$ cat config.mk
export PLATFORM = sky130hd
export DESIGN_NAME = bank_addr_gen
export DESIGN_NICKNAME = d
export VERILOG_FILES = /design/src/rtl/bank_addr_gen.sv
export SDC_FILE = /design/constraint.sdc
export NUM_CORES = 1
export LEC_CHECK = 0
export ABC_CLOCK_PERIOD_IN_PS = 2000
export BUFFER_PORTS_ARGS = -buffer_cell sky130_fd_sc_hd__buf_2
export CAP_MARGIN = 20
export CORE_MARGIN = 2
export CORE_UTILIZATION = 45
export DETAILED_ROUTE_END_ITERATION = 16
export GPL_TIMING_DRIVEN = 0
export MAX_ROUTING_LAYER = met4
export PLACE_DENSITY = 0.7
export SLEW_MARGIN = 15
export SYNTH_ARGS = -nofsm -noshare
export SYNTH_HDL_FRONTEND = slang
export SYNTH_SLANG_ARGS = --single-unit
$ cat constraint.sdc
create_clock -name clk -period 2 [get_ports clk]
set_clock_uncertainty 0.05 [all_clocks]
set_input_delay 0.3 -clock clk [delete_from_list [all_inputs] [get_ports clk]]
set_output_delay 0.3 -clock clk [all_outputs]
set_load 0.02 [all_outputs]
$ cat src/rtl/bank_addr_gen.sv
// Banked address generator: walks a strided linear sequence
// and splits each address into a low-order-interleaved bank and word.
module bank_addr_gen #(
    parameter  int NBANKS = 32,
    parameter  int NWORDS = 1024,
    parameter  int CW     = 16,
    localparam int BA     = $clog2(NBANKS),
    localparam int WA     = $clog2(NWORDS),
    localparam int LA     = BA + WA
) (
    input  logic          clk,
    input  logic          rst,
    input  logic          start,
    input  logic [LA-1:0] base,
    input  logic [LA-1:0] stride,
    input  logic [CW-1:0] count,
    input  logic          out_ready,
    output logic          out_valid,
    output logic [BA-1:0] out_bank,
    output logic [WA-1:0] out_word,
    output logic          out_last,
    output logic          busy,
    output logic          done
);

    typedef enum logic [1:0] {
        IDLE = 2'd0,
        RUN  = 2'd1,
        DONE = 2'd2
    } state_t;

    state_t        state_q, state_d;
    logic [LA-1:0] addr_q, addr_d;
    logic [LA-1:0] stride_q, stride_d;
    logic [CW-1:0] rem_q, rem_d;
    logic          valid_q, valid_d;
    logic          last_q, last_d;
    logic          busy_q, busy_d;
    logic          done_q, done_d;

    // Next-state and next-output logic; every output is registered.
    always_comb begin
        state_d  = state_q;
        addr_d   = addr_q;
        stride_d = stride_q;
        rem_d    = rem_q;
        last_d   = last_q;
        unique case (state_q)
            IDLE: begin
                last_d = 1'b0;
                if (start) begin
                    if (count != '0) begin
                        state_d  = RUN;
                        addr_d   = base;
                        stride_d = stride;
                        rem_d    = count;
                        last_d   = (count == CW'(1));
                    end else begin
                        state_d = DONE;
                    end
                end
            end
            RUN: begin
                if (out_ready) begin
                    if (rem_q == CW'(1)) begin
                        state_d = DONE;
                        last_d  = 1'b0;
                    end else begin
                        addr_d = addr_q + stride_q;
                        rem_d  = rem_q - CW'(1);
                        last_d = (rem_q == CW'(2));
                    end
                end
            end
            DONE: begin
                state_d = IDLE;
                last_d  = 1'b0;
            end
            default: begin
                state_d = IDLE;
                last_d  = 1'b0;
            end
        endcase
        valid_d = (state_d == RUN);
        busy_d  = (state_d != IDLE);
        done_d  = (state_d == DONE);
    end

    // State and output registers with synchronous reset.
    always_ff @(posedge clk) begin
        if (rst) begin
            state_q  <= IDLE;
            addr_q   <= '0;
            stride_q <= '0;
            rem_q    <= '0;
            valid_q  <= 1'b0;
            last_q   <= 1'b0;
            busy_q   <= 1'b0;
            done_q   <= 1'b0;
        end else begin
            state_q  <= state_d;
            addr_q   <= addr_d;
            stride_q <= stride_d;
            rem_q    <= rem_d;
            valid_q  <= valid_d;
            last_q   <= last_d;
            busy_q   <= busy_d;
            done_q   <= done_d;
        end
    end

    assign out_valid = valid_q;
    assign out_bank  = addr_q[BA-1:0];
    assign out_word  = addr_q[LA-1:BA];
    assign out_last  = last_q;
    assign busy      = busy_q;
    assign done      = done_q;

endmodule

==> results_dict.tcl <==
set metrics [dict create \
    hpwl_detailed_um 7160 \
    slew_headroom_pct 54.3 \
    path_cells "ha_4, inv_2, fa_2, nor2b_4, o31ai_4, a21boi_2, o21ba_4, mux2i_1, a31oi_1" \
    syn-mean-instance-area_um2 7.82 \
    clock_tree.root_cell "clkbuf_8" \
    finalCritPeriodShare_pct 102 \
    timing.critical_path.slowest_stage_cell "dfxtp_2" \
    worst_hold_path_depth 3 \
    detail_route.iter0.violations 323 \
    io_pins 69 \
    report.final.slew_viol_count 0 \
    buffers_inverters_on_critical_path 1 \
    global_route_wire_length_before_repair_um 16200 \
    wp_depth 9 \
    drive_gt1_share_pct 32.6 \
    timing_worst_setup_path_type "reg2reg" \
    drc 0 \
    setup_slack_ps -40.7 \
    area_of_the_mapped_netlist_um2 3300 \
    crit-reg2reg-capture "addr_q[14]" \
    critical_path.reg2reg.startpoint "stride_q[0]" \
    tritoncts "done" \
    cts_sinks 52 \
    rsz0062_at_grt "true" \
    cts.reportedPaths.clkPinSlew_ps 90 \
    regToRegSetupSlack_ps -40 \
    r2r_cells 9 \
    power.ir.vdd_worst_mv 0.318 \
    number_of_antenna_violations_at_the_first_check_in_global_routing 0 \
    ys_dominant_reg_cell "dfxtp_1" \
    clkLatencyLatePin_ps 310 \
    start_util_pct 46.0 \
    vias_per_cell 5.83 \
    layout.filler_cells 629 \
    crit_path_start_kind "flip-flop" \
    seq_area_frac_synth_pct 31.6 \
    routed_wirelength_um 10600 \
    grt.total_usage_pct 26.6 \
    clock_tree.buffer_depth 2 \
    synth_cell_type_count 60 \
    timing.critical_path.slowest_cell_delay_ps 360 \
    antenna_violating_nets_post_route 0 \
    global_route.overflow_total 0 \
    seqCellArea_um2 1050 \
    die_width_um 89.6 \
    ys_ff_latch 52 \
    yosys_warnings 0 \
    syn_nets 490 \
    worst_hold_path_type "in2reg" \
    holdPathEnd "stride_q[8]" \
    hold_violations 0 \
    portBuffers 67 \
    first_pass_iters 5 \
    multi_input_gate_area_um2 2370 \
    cp_data_required_time_ps 2130 \
    run_status "finished, violations left" \
    critPathCaptureType "flip-flop" \
    clock_tree.htree_level_count 2 \
    core_um2 7180 \
    arrival_ps 2170 \
    worst_pin_slew_ps 685 \
    number_of_maximum_capacitance_constraint_violations 0 \
    via_count 3622 \
    first_global_vias 3307 \
    power_leakage_nw 1.89 \
    synth_enable_flop_cells 0 \
    timing.hold.worst.start "stride[8]" \
    fmax_mhz 490 \
    placementRows 31 \
    grt_max_degree 16 \
    design_power_total_mw 3.02 \
    post_synth_arst_share_pct 0 \
    setup_viol_count_final 5 \
    power.density_cell_area_nw_per_um2 686 \
    critical_path_peak_fanout 3 \
    critical_path.top_delay_family "compound AO/OA/AOI/OAI gates" \
    failing_checks "setup timing" \
    final_net_count 589 \
    fin_worst_hold_slack_ps 174 \
    cts-buffers-inserted 5 \
    wire_per_inst_um 17.1 \
    die_height_um 89.6 \
    place.gp.congestion 0.929 \
    ctsHoldBuffers 0 \
    synthCells 422 \
    layout_min_cycle_time_ps 2040 \
    design.die.area_um2 8030 \
    flow.area_growth_from_synthesis_pct 33.2 \
    insertedDiodeCount 0 \
]
[flip-flops by register name, indices dropped and copies added, names as in the netlist]
signal	flops
rem_q	16
addr_q	15
stride_q	15
state_q	2
busy	1
done	1
out_last	1
out_valid	1
[power by group]
part	internal [mW]	switching (mW)	leakage [nW]
logic	0.489	0.643	1.42
registers	1.13	0.0962	0.432
clock network	0.283	0.374	0.0445
total	1.90	1.11	1.89
[layer usage]
metal  track usage, %  up-vias  part of all wire, %
met3             2.83       21                  6.9
met5                -        -                    0
met2             44.3      167                   48
met4             8.82        0                  1.9
met1             33.8     1706                   43
li1                 -     1728                    -
[Yosys cell counts, types with 3 or more instances]
cell | count | share of area (%)
nor3_1 | 19 | 2.9
o21ai_1 | 11 | 1.7
nor4_1 | 7 | 1.3
mux2i_1 | 18 | 5.5
ha_1 | 17 | 6.4
nand2_1 | 57 | 6.5
clkbuf_1 | 13 | 1.5
inv_1 | 10 | 1.1
o31ai_1 | 5 | 1.1
a211oi_1 | 8 | 1.8
dfxtp_1 | 52 | 32
a311oi_1 | 6 | 1.6
or2_2 | 4 | 0.76
a21oi_1 | 33 | 5.0
buf_2 | 3 | 0.46
nor2_1 | 63 | 7.2
o21ai_0 | 18 | 2.7
nand3b_1 | 4 | 0.91
o41ai_1 | 3 | 0.80
buf_6 | 3 | 1.0
nand3_1 | 6 | 0.91
a31oi_1 | 8 | 1.5
o211ai_1 | 3 | 0.68
o21a_1 | 4 | 0.91
xnor2_1 | 3 | 0.80
[cells in the final DEF (no fill, tap or decap), types with 13 or more instances in the layout]
cell     count
a21oi_1     29
buf_2       67
buf_4       24
dfxtp_1     43
mux2i_1     18
nand2_1     56
nor2_1      61
nor3_1      18
o21ai_0     16
o21ai_1     13
[cell type report]
class / instances / area share, %
buffer: 21 / 3.45
clock buffer: 7 / 1.96
clock inverter: 1 / 0.171
inverter: 10 / 0.854
multi-input combinational: 339 / 54.0
sequential: 52 / 24.0
tap: 99 / 2.82
timing repair buffer: 92 / 12.8
[worst min-delay path: stages]
cell     delay [ps]
buf_2            70
mux2i_1          50
nor2_1           70
[repair_timing]
item                                   in CTS  in global routing
cloned                                      0                  4
gates resized for setup                    40                 38
pin swaps                                  15                 28
buffers inserted                            9                 13
setup endpoints to repair                  38                 35
endpoints found under the hold margin       0                  0
[kinds of logic after synthesis]
| logic type | synth area share (%) |
|---|---|
| buf+inv | 4.55 |
| fa+ha+maj | 7.06 |
| compound gates | 23.7 |
| xor+xnor | 1.33 |
| flops | 31.6 |
| mux | 5.46 |
| simple gates | 26.4 |
[per-stage QoR]
stage	setup TNS, ps	setup slack [ps]	cell area (um2)	utilization (%)	instances
2_1_floorplan	-28.0	-21.7	3330	-	422
3_3_place_gp	-8590	-315	3790	52.8	588
3_5_place_dp	-11760	-394	3790	52.8	588
4_1_cts	-151	-57.4	4100	57.1	605
5_1_grt	-1360	-121	4390	61.2	621
6_report	-78.7	-40.7	4390	61.2	621
[worst max path at each step]
| stage | endpoint | startpoint |
|---|---|---|
| 2_1_floorplan | addr_q[14] | addr_q[0] |
| 3_3_place_gp | rem_q[8] | count[4] |
| 3_5_place_dp | rem_q[8] | count[4] |
| 4_1_cts | addr_q[11] | addr_q[3] |
| 5_1_grt | addr_q[14] | stride_q[0] |
| 6_report | addr_q[14] | stride_q[0] |
Power figures use the tool's default switching activity.
